--- config.mk ---
export PLATFORM = sky130hd
export DESIGN_NAME = wb_counter_slave_flat
export DESIGN_NICKNAME = d
export VERILOG_FILES = /design/src/rtl/wb_cnt_pkg.sv /design/src/rtl/wb_counter_slave_if.sv /design/src/rtl/wb_slave_if.sv /design/src/rtl/wb_counter_slave.sv /design/src/flat_wrapper.sv
export SDC_FILE = /design/constraint.sdc
export NUM_CORES = 1
export LEC_CHECK = 0
export BUFFER_PORTS_ARGS = -buffer_cell sky130_fd_sc_hd__buf_4
export CORE_MARGIN = 2
export CORE_UTILIZATION = 60
export DETAILED_ROUTE_END_ITERATION = 7
export PLACE_DENSITY = 0.79
export SYNTH_ARGS = -nofsm -noshare
export SYNTH_HDL_FRONTEND = slang
export SYNTH_SLANG_ARGS = --single-unit
--- constraint.sdc ---
create_clock -name clk -period 7.8 [get_ports clk]
set_input_delay 1.17 -clock clk [delete_from_list [all_inputs] [get_ports clk]]
set_output_delay 1.17 -clock clk [all_outputs]
set_load 0.05 [all_outputs]
--- src/rtl/wb_cnt_pkg.sv ---
// Shared definitions for the Wishbone counter slave: register offsets, bit
// positions and the byte-lane merge used for masked register writes.
package wb_cnt_pkg;

    typedef enum logic [1:0] {
        REG_CTRL   = 2'd0,
        REG_COUNT  = 2'd1,
        REG_STATUS = 2'd2,
        REG_LIMIT  = 2'd3
    } regSel_e;

    localparam logic [3:0] OFS_CTRL   = 4'h0;
    localparam logic [3:0] OFS_COUNT  = 4'h4;
    localparam logic [3:0] OFS_STATUS = 4'h8;
    localparam logic [3:0] OFS_LIMIT  = 4'hC;

    localparam int CTRL_EN  = 0;
    localparam int CTRL_UP  = 1;
    localparam int CTRL_IRQ = 2;

    localparam int ST_SAT_HI = 0;
    localparam int ST_SAT_LO = 1;
    localparam int ST_MATCH  = 2;

    localparam logic [2:0] STATUS_RST = 3'b000;

    // Replaces only the byte lanes whose enable is set.
    function automatic logic [31:0] mergeBytes(input logic [31:0] oldVal,
                                               input logic [31:0] newVal,
                                               input logic [3:0]  sel);
        logic [31:0] res;
        for (int b = 0; b < 4; b++) begin
            res[8*b +: 8] = sel[b] ? newVal[8*b +: 8] : oldVal[8*b +: 8];
        end
        return res;
    endfunction

endpackage

--- src/rtl/wb_counter_slave_if.sv ---
// Wishbone B4 classic bus bundle between a master and the counter slave.
interface wb_counter_slave_if;
    logic        wb_cyc_i;
    logic        wb_stb_i;
    logic        wb_we_i;
    logic [3:0]  wb_adr_i;
    logic [31:0] wb_dat_i;
    logic [3:0]  wb_sel_i;
    logic [31:0] wb_dat_o;
    logic        wb_ack_o;

    modport slave (
        input  wb_cyc_i, wb_stb_i, wb_we_i, wb_adr_i, wb_dat_i, wb_sel_i,
        output wb_dat_o, wb_ack_o
    );

    modport master (
        output wb_cyc_i, wb_stb_i, wb_we_i, wb_adr_i, wb_dat_i, wb_sel_i,
        input  wb_dat_o, wb_ack_o
    );
endinterface

--- src/rtl/wb_slave_if.sv ---
// Wishbone handshake: request detect, one-cycle ack and registered read data
// captured from register contents as they were before the acking edge.
module wb_slave_if
    import wb_cnt_pkg::*;
(
    input  logic              clk,
    input  logic              rst_n,
    wb_counter_slave_if.slave bus,
    input  logic [31:0]       rdCtrl_i,
    input  logic [31:0]       rdCount_i,
    input  logic [31:0]       rdStatus_i,
    input  logic [31:0]       rdLimit_i,
    output logic              req_o
);

    logic        ack_q;
    logic [31:0] rdData_q;
    logic [31:0] rdMux;

    // Masking with ack_q forces a wait state and spaces back-to-back requests.
    assign req_o = bus.wb_cyc_i & bus.wb_stb_i & ~ack_q;

    always_comb begin
        rdMux = rdCtrl_i;
        case (regSel_e'(bus.wb_adr_i[3:2]))
            REG_CTRL:   rdMux = rdCtrl_i;
            REG_COUNT:  rdMux = rdCount_i;
            REG_STATUS: rdMux = rdStatus_i;
            REG_LIMIT:  rdMux = rdLimit_i;
            default:    rdMux = rdCtrl_i;
        endcase
    end

    always_ff @(posedge clk or negedge rst_n) begin
        if (!rst_n) begin
            ack_q    <= 1'b0;
            rdData_q <= '0;
        end else begin
            ack_q <= req_o;
            if (req_o && !bus.wb_we_i) begin
                rdData_q <= rdMux;
            end
        end
    end

    assign bus.wb_ack_o = ack_q;
    assign bus.wb_dat_o = rdData_q;

endmodule

--- src/rtl/wb_counter_slave.sv ---
// Memory-mapped saturating up/down counter with sticky W1C status bits.
// Define WB_CNT_IRQ_EN to build the registered level interrupt and CTRL.irq_en.
module wb_counter_slave
    import wb_cnt_pkg::*;
#(
    parameter int WIDTH = 32
) (
    input  logic              clk,
    input  logic              rst_n,
    wb_counter_slave_if.slave bus,
    output logic              irq_o
);

    localparam logic [WIDTH-1:0] CNT_MAX = '1;

    logic             req;
    regSel_e          regSel;
    logic             ctrlWr, countWr, statusWr, limitWr;
    logic [2:0]       ctrl_q, ctrl_d;
    logic [2:0]       status_q, status_d;
    logic [WIDTH-1:0] count_q, count_d;
    logic [WIDTH-1:0] limit_q, limit_d;
    logic [31:0]      countWrVal, limitWrVal;
    logic             satHiSet, satLoSet, matchSet, countStep;
    logic [1:0]       unusedAdr;

    assign unusedAdr = bus.wb_adr_i[1:0];

    wb_slave_if u_handshake (
        .clk        (clk),
        .rst_n      (rst_n),
        .bus        (bus),
        .rdCtrl_i   (32'(ctrl_q)),
        .rdCount_i  (32'(count_q)),
        .rdStatus_i (32'(status_q)),
        .rdLimit_i  (32'(limit_q)),
        .req_o      (req)
    );

    // Single-byte registers only react when lane 0 is enabled.
    always_comb begin
        regSel     = regSel_e'(bus.wb_adr_i[3:2]);
        ctrlWr     = req && bus.wb_we_i && (regSel == REG_CTRL)   && bus.wb_sel_i[0];
        countWr    = req && bus.wb_we_i && (regSel == REG_COUNT)  && (|bus.wb_sel_i);
        statusWr   = req && bus.wb_we_i && (regSel == REG_STATUS) && bus.wb_sel_i[0];
        limitWr    = req && bus.wb_we_i && (regSel == REG_LIMIT)  && (|bus.wb_sel_i);
        countWrVal = mergeBytes(32'(count_q), bus.wb_dat_i, bus.wb_sel_i);
        limitWrVal = mergeBytes(32'(limit_q), bus.wb_dat_i, bus.wb_sel_i);
    end

    // A software load takes priority over counting on the same edge.
    always_comb begin
        count_d   = count_q;
        satHiSet  = 1'b0;
        satLoSet  = 1'b0;
        countStep = 1'b0;
        if (countWr) begin
            count_d   = countWrVal[WIDTH-1:0];
            countStep = 1'b1;
        end else if (ctrl_q[CTRL_EN]) begin
            countStep = 1'b1;
            if (ctrl_q[CTRL_UP]) begin
                if (count_q == CNT_MAX) satHiSet = 1'b1;
                else                    count_d  = count_q + 1'b1;
            end else begin
                if (count_q == '0) satLoSet = 1'b1;
                else               count_d  = count_q - 1'b1;
            end
        end
        matchSet = countStep && (count_d == limit_q);
    end

    always_comb begin
        ctrl_d = ctrl_q;
        if (ctrlWr) begin
            ctrl_d[CTRL_EN] = bus.wb_dat_i[CTRL_EN];
            ctrl_d[CTRL_UP] = bus.wb_dat_i[CTRL_UP];
`ifdef WB_CNT_IRQ_EN
            ctrl_d[CTRL_IRQ] = bus.wb_dat_i[CTRL_IRQ];
`endif
        end
        // Set terms are OR-ed after the clear so a new event survives a W1C.
        status_d = (status_q & ~(statusWr ? bus.wb_dat_i[2:0] : 3'b000))
                 | {matchSet, satLoSet, satHiSet};
        limit_d  = limitWr ? limitWrVal[WIDTH-1:0] : limit_q;
    end

    always_ff @(posedge clk or negedge rst_n) begin
        if (!rst_n) begin
            ctrl_q   <= '0;
            count_q  <= '0;
            status_q <= STATUS_RST;
            limit_q  <= '1;
        end else begin
            ctrl_q   <= ctrl_d;
            count_q  <= count_d;
            status_q <= status_d;
            limit_q  <= limit_d;
        end
    end

`ifdef WB_CNT_IRQ_EN
    logic irq_q;

    always_ff @(posedge clk or negedge rst_n) begin
        if (!rst_n) irq_q <= 1'b0;
        else        irq_q <= ctrl_q[CTRL_IRQ] & (|status_q);
    end

    assign irq_o = irq_q;
`else
    assign irq_o = 1'b0;
`endif

endmodule

--- src/flat_wrapper.sv ---
// flat-port wrapper written by rule: the top's interface ports become plain ports
module wb_counter_slave_flat import wb_cnt_pkg::*;
#(
    parameter int WIDTH = 32
)
  (clk, rst_n, irq_o, bus_wb_cyc_i, bus_wb_stb_i, bus_wb_we_i, bus_wb_adr_i, bus_wb_dat_i, bus_wb_sel_i, bus_wb_dat_o, bus_wb_ack_o);
  wb_counter_slave_if bus_i ();
  input  logic clk;
  input  logic rst_n;
  output logic irq_o;
  input wire logic [$bits(bus_i.wb_cyc_i)-1:0] bus_wb_cyc_i;
  input wire logic [$bits(bus_i.wb_stb_i)-1:0] bus_wb_stb_i;
  input wire logic [$bits(bus_i.wb_we_i)-1:0] bus_wb_we_i;
  input wire logic [$bits(bus_i.wb_adr_i)-1:0] bus_wb_adr_i;
  input wire logic [$bits(bus_i.wb_dat_i)-1:0] bus_wb_dat_i;
  input wire logic [$bits(bus_i.wb_sel_i)-1:0] bus_wb_sel_i;
  output wire logic [$bits(bus_i.wb_dat_o)-1:0] bus_wb_dat_o;
  output wire logic [$bits(bus_i.wb_ack_o)-1:0] bus_wb_ack_o;
  assign bus_i.wb_cyc_i = bus_wb_cyc_i;
  assign bus_i.wb_stb_i = bus_wb_stb_i;
  assign bus_i.wb_we_i = bus_wb_we_i;
  assign bus_i.wb_adr_i = bus_wb_adr_i;
  assign bus_i.wb_dat_i = bus_wb_dat_i;
  assign bus_i.wb_sel_i = bus_wb_sel_i;
  assign bus_wb_dat_o = bus_i.wb_dat_o;
  assign bus_wb_ack_o = bus_i.wb_ack_o;
  wb_counter_slave #(.WIDTH(WIDTH)) u_core (.clk(clk), .rst_n(rst_n), .bus(bus_i), .irq_o(irq_o));
endmodule
==> flow_metrics.env, run 1 <==
export IMPL_num_io_pins=79
export IMPL_worst_path_buf_inv=1
export IMPL_post_cts_repair_setup_buffers=0
export IMPL_start_util_pct=61.53
export IMPL_grt_pass1_vias=6970
export IMPL_synth_area_top_cells="dfrtp_1 24%, dfstp_2 11%, mux2_2 5.8%, mux2i_1 5.6%, nand2_1 5.1%"
export IMPL_worstMarginPinSlew_ps=1179
export IMPL_run_status="finished clean"
export IMPL_vias=7329
export IMPL_crit_fanout=40
export IMPL_syn_num_nets=882
export IMPL_vdd_drop_max_mv=0.1660
export IMPL_power_leakage_nw=3.334
export IMPL_grt_max_degree=61
export IMPL_layout_nets=908
export IMPL_drt_initial_drc_count=865
export IMPL_max_slew_margin_rel_pct=19.33
export IMPL_slowest_delay_ps=910
export IMPL_min_path_type="flop to flop"
export IMPL_clock_latency_ps=360
export IMPL_power_density_nw_per_um2=259.1
export IMPL_grt_first_pass_wirelength_um=38560
export IMPL_area_sequential_um2=2592
export IMPL_root_buffer="clkbuf_16"
export IMPL_synth_seq_cells=102
export IMPL_synth_largest_area_cell="dfrtp_1"
export IMPL_fin_ws_ps=3008
export IMPL_cts_num_sinks=102
export IMPL_synth_most_common_cell="nand2_1"
export IMPL_antenna_cells=0
export IMPL_final_util_pct=68.16
export IMPL_cts_buffers=9
export IMPL_drv_slew=0
export IMPL_dieArea_um2=13220
export IMPL_syn2layout_area_growth_pct=10.77
export IMPL_netlist_area_um2=7391
export IMPL_postCtsHoldBufs=0
export IMPL_n_fill_cell=1002
export IMPL_arrival_ps=5060
export IMPL_yosysUniqueCellTypes=84
export IMPL_synth_flop_cell="dfrtp_1"
export IMPL_yosysWarnings=0
export IMPL_hold_violations=0
export IMPL_fin_tns_setup_ps=0
export IMPL_synth_edff_count=0
export IMPL_grt_overflow_total=0
export IMPL_drtPass1Iterations=6
export IMPL_grt_setup_unrepaired="no"
export IMPL_clock_path_buffers=2
export IMPL_finalCritPeriodShare_pct=61.44
export IMPL_fin_crit_ps=4792
export IMPL_maxCapViolCount=0
export IMPL_rows=40
export IMPL_cts_resized=0
export IMPL_gp_congestion=0.9756
export IMPL_synthArstFlopShare_pct=100.0
export IMPL_track_usage_pct=38.05
export IMPL_end_kind="flop"
export IMPL_syn_inst=834
export IMPL_wl_um=24470
export IMPL_dp_slack_ps=2860
export IMPL_drcViolationCount=0
export IMPL_cp_cell_sequence="buf_4 > and3b_1 > a31oi_1 > a211oi_1 > nor4_1 > o211ai_1 > nor4b_1 > nand4_1 > o31ai_2"
export IMPL_cts_tree="done"
export IMPL_ys_seq_area_share_pct=35.08
export IMPL_fin_skew_ps=10.57
export IMPL_placement_io_buffers=75
export IMPL_syn_area_per_cell_um2=8.862
export IMPL_die_w_um=115.0
export IMPL_antenna_found_initial=1
export IMPL_fmax_mhz=208.7
export IMPL_slowest_stage="a31oi_1"
export IMPL_wl_per_cell_um=24.17
export IMPL_cp_required_ps=8070
export IMPL_clk_pin_slew_ps=70
export IMPL_cts_htree_levels=3
export IMPL_whs_ps=478.8
export IMPL_crit_type="input port to flop"
export IMPL_layout_drive_gt1_share_pct=22.08
export IMPL_multi_input_area_um2=4451
export IMPL_drt_antenna_violating_nets=0
export IMPL_viasPerCell=7.242
export IMPL_critical_path_top_delay_family="compound AO/OA/AOI/OAI gates"
export IMPL_synth_commonest_cells="100 x nand2_1, 70 x dfrtp_1, 54 x nor2_1"
export IMPL_finalSetupViolations=0
export IMPL_reg2reg_slack_ps=3220
export IMPL_die_height_um=115.0
export IMPL_yosysTopAreaCellShare_pct=23.70
export IMPL_hpwl_um=17900
export IMPL_startpoint_type="input port"
export IMPL_core_um2=12010
[tightest hold or removal path: stages, from the launching register on]
cell	delay, ps
dfrtp_1	340
nand2_1	60
nand2_1	50
[kinds of logic after synthesis]
group	Yosys count	share of synthesized area (%)
simple gates	350	25.70
compound gates	192	19.38
flops	102	35.08
buf+inv	84	4.740
mux	81	11.95
xor+xnor	21	2.590
fa+ha+maj	3	0.5079
other cells	1	0.05074
[area by class of cell]
| cell class | count | area share (%) |
|---|---|---|
| timing repair buffer | 83 | 7.611 |
| inverter | 16 | 0.7336 |
| tap | 147 | 2.247 |
| sequential | 102 | 31.67 |
| clock buffer | 12 | 3.011 |
| multi-input combinational | 648 | 54.36 |
| clock inverter | 4 | 0.3668 |
[cells in the final DEF (no fill, tap or decap), types with 13 or more instances in the layout]
master | netlist | layout
nor4_1 | 20 | 20
nand2_1 | 100 | 100
dfstp_2 | 32 | 32
and3_1 | 14 | 14
dfrtp_1 | 70 | 70
or4_1 | 15 | 15
inv_1 | 14 | 14
mux2_2 | 38 | 38
mux2i_1 | 41 | 41
nor2_1 | 54 | 54
nand3_1 | 27 | 27
o31ai_1 | 37 | 37
a211oi_1 | 13 | 13
a21oi_1 | 21 | 21
buf_4 | 2 | 83
nand4_1 | 24 | 24
nor3_1 | 23 | 23
o21ai_0 | 17 | 17
[flip-flops by register name (all words and copies together) (netlist names)]
name,count
u_core.status_q,3
u_core.limit_q,32
u_core.ctrl_q,2
u_core.count_q,32
u_core.u_handshake.bus.wb_ack_o,1
u_core.u_handshake.bus.wb_dat_o,32
[metrics by stage]
step	total power [W]	instances	cell area [um2]
after global routing	0.002213	1012	8187
after global placement	0.001626	996	7910
after floorplan	0.001393	834	7391
final	0.002121	1012	8187
after detailed placement	0.001663	996	7910
after CTS	0.002096	1012	8187
[final timing paths]
path,start,endpoint,cells past startpoint
worst max-delay path,bus_wb_adr_i[3],u_core.status_q[2],9
max in group asynchronous,rst_n,u_core.u_handshake.bus.wb_dat_o[25],2
worst min-delay path,u_core.u_handshake.bus.wb_dat_o[20],u_core.u_handshake.bus.wb_dat_o[20],2
worst max register to register,u_core.count_q[6],u_core.status_q[2],9
min in group asynchronous,rst_n,u_core.u_handshake.bus.wb_dat_o[7],1
worst min register to register,u_core.u_handshake.bus.wb_dat_o[20],u_core.u_handshake.bus.wb_dat_o[20],2
[power by group]
group / total (W) / leakage (nW) / internal [W] / switching (W)
clock: 0.000433 / 0.134 / 0.000227 / 0.000205
combinational: 0.000810 / 1.97 / 0.000309 / 0.000501
sequential: 0.000879 / 1.23 / 0.000662 / 0.000217
[layer usage]
| metal | track usage (%) | routed length, um |
|---|---|---|
| met1 | 52.72 | 10250 |
| met2 | 59.14 | 11070 |
| met3 | 8.593 | 2426 |
| met4 | 12.93 | 699 |
| met5 | 0 | 13 |
(Power assumes the default switching activity.)
==> run 2: changes to the inputs <==
- CORE_UTILIZATION: 60 -> 54
- PLACE_DENSITY: 0.79 -> 0.75
- clock period: 7.8 -> 4.4 ns (I/O delays scaled with it)
==> flow_metrics.env, run 2 (synthesized netlist as in run 1, its figures left out) <==
export IMPL_grt_setup_unrepaired="no"
export IMPL_cts_tree="done"
export IMPL_maxCapViolCount=0
export IMPL_startpoint_type="flop"
export IMPL_drt_antenna_violating_nets=0
export IMPL_arrival_ps=4320
export IMPL_fin_crit_ps=4051
export IMPL_clk_pin_slew_ps=70
export IMPL_root_buffer="clkbuf_16"
export IMPL_layout_cells_most_common_list="122 x buf_4, 100 x nand2_1, 70 x dfrtp_1, 54 x nor2_1, 41 x mux2i_1"
export IMPL_fin_skew_ps=12.61
export IMPL_viasPerCell=6.898
export IMPL_drv_slew=0
export IMPL_dieArea_um2=14640
export IMPL_post_cts_repair_setup_buffers=0
export IMPL_vdd_drop_max_mv=0.2694
export IMPL_cts_buffers=9
export IMPL_antenna_found_initial=0
export IMPL_layout_drive_gt1_share_pct=25.55
export IMPL_antenna_cells=0
export IMPL_final_cells=1080
export IMPL_fin_tns_setup_ps=0
export IMPL_power_density_nw_per_um2=462.1
export IMPL_vias=7450
export IMPL_track_usage_pct=37.20
export IMPL_cts_resized=0
export IMPL_crit_fanout=11
export IMPL_finalCritPeriodShare_pct=92.07
export IMPL_slowest_delay_ps=740
export IMPL_whs_ps=470.2
export IMPL_layout_nets=947
export IMPL_start_util_pct=55.59
export IMPL_power_w=0.003946
export IMPL_reg2reg_slack_ps=350
export IMPL_cts_num_sinks=102
export IMPL_wl_per_cell_um=24.41
export IMPL_hold_violations=0
export IMPL_end_kind="flop"
export IMPL_drt_initial_drc_count=755
export IMPL_crit_type="flop to flop"
export IMPL_grt_overflow_total=0
export IMPL_placement_io_buffers=75
export IMPL_worstMarginPinSlew_ps=1126
export IMPL_dp_cells=1064
export IMPL_core_um2=13300
export IMPL_dp_slack_ps=539.0
export IMPL_drtPass1Iterations=6
export IMPL_cp_cell_sequence="inv_1 > ha_1 > nor4b_1 > and4_1 > a31oi_1 > nor3_1 > o31ai_1 > nand4_1 > nor4_2 > nand4b_1 > o31ai_2"
export IMPL_fmax_mhz=246.9
export IMPL_drcViolationCount=0
export IMPL_finalSetupViolations=0
export IMPL_cp_required_ps=4670
export IMPL_n_fill_cell=1108
export IMPL_fin_ws_ps=349.1
export IMPL_clock_latency_ps=360
export IMPL_die_w_um=121.0
export IMPL_hpwl_um=19790
export IMPL_grt_pass1_vias=7062
export IMPL_syn2layout_area_growth_pct=15.52
export IMPL_rows=42
export IMPL_num_io_pins=79
export IMPL_cts_htree_levels=3
export IMPL_run_status="finished clean"
export IMPL_max_slew_margin_rel_pct=24.91
export IMPL_die_height_um=121.0
export IMPL_grt_max_degree=81
export IMPL_final_common_cell="buf_4"
export IMPL_slowest_stage="a31oi_1"
export IMPL_postCtsHoldBufs=0
export IMPL_wl_um=26360
export IMPL_gp_congestion=1.073
export IMPL_clock_path_buffers=2
export IMPL_power_leakage_nw=3.533
export IMPL_min_path_type="flop to flop"
export IMPL_grt_first_pass_wirelength_um=41260
[run 2: changes by cell type in the layout (fill, tap and decap cells not counted), sizes merged]
cell and change:
buf +39, clkinvlp +1, bufinv +1, clkbuf -2
[run 2: area by class of cell]
type | instances | area, um2 | share of cell area, %
clock buffer | 10 | 229.0 | 2.682
clock inverter | 6 | 70.07 | 0.8206
inverter | 16 | 60.06 | 0.7034
multi-input combinational | 648 | 4451 | 52.12
sequential | 102 | 2592 | 30.36
tap | 176 | 220.2 | 2.579
timing repair buffer | 122 | 915.9 | 10.73
[run 2: final timing paths]
check	start	endpoint	cells after the start
max in group asynchronous	rst_n	u_core.limit_q[21]	2
max	u_core.count_q[0]	u_core.status_q[2]	11
min	u_core.u_handshake.bus.wb_dat_o[21]	u_core.u_handshake.bus.wb_dat_o[21]	2
max reg2reg	u_core.count_q[0]	u_core.status_q[2]	11
min reg2reg	u_core.u_handshake.bus.wb_dat_o[21]	u_core.u_handshake.bus.wb_dat_o[21]	2
min in group asynchronous	rst_n	u_core.u_handshake.bus.wb_dat_o[8]	1
[run 2: where the power goes]
| group | total, W | switching, W | internal (W) |
|---|---|---|---|
| clock network | 0.000824 | 0.000378 | 0.000447 |
| registers | 0.00144 | 0.000260 | 0.00118 |
| logic | 0.00169 | 0.00106 | 0.000626 |
[run 2: critical path, delay by kind of cell (launching register included)]
family	cells	cell delay [ps]
AO/OA/AOI/OAI	3	1540
flip-flops	1	590
AND/OR/NAND/NOR	6	1410
buffers and inverters	1	130
adder cells (fa/ha/maj)	1	280
[run 2: routing by layer]
metal  wire (um)  GRT usage, %  vias to the layer above
met3        2419         6.767                       62
met1       11640         53.89                     3640
met5           0             0                        -
met2       11590         56.29                      437
li1            -             -                     3311
met4         712         11.92                        0
[run 2: through the flow]
stage | utilization (%) | area [um2]
3_5_place_dp | 61.97 | 8239
2_1_floorplan | - | 7391
6_report | 64.22 | 8538
3_3_place_gp | 61.97 | 8239
4_1_cts | 64.22 | 8538
5_1_grt | 64.22 | 8538
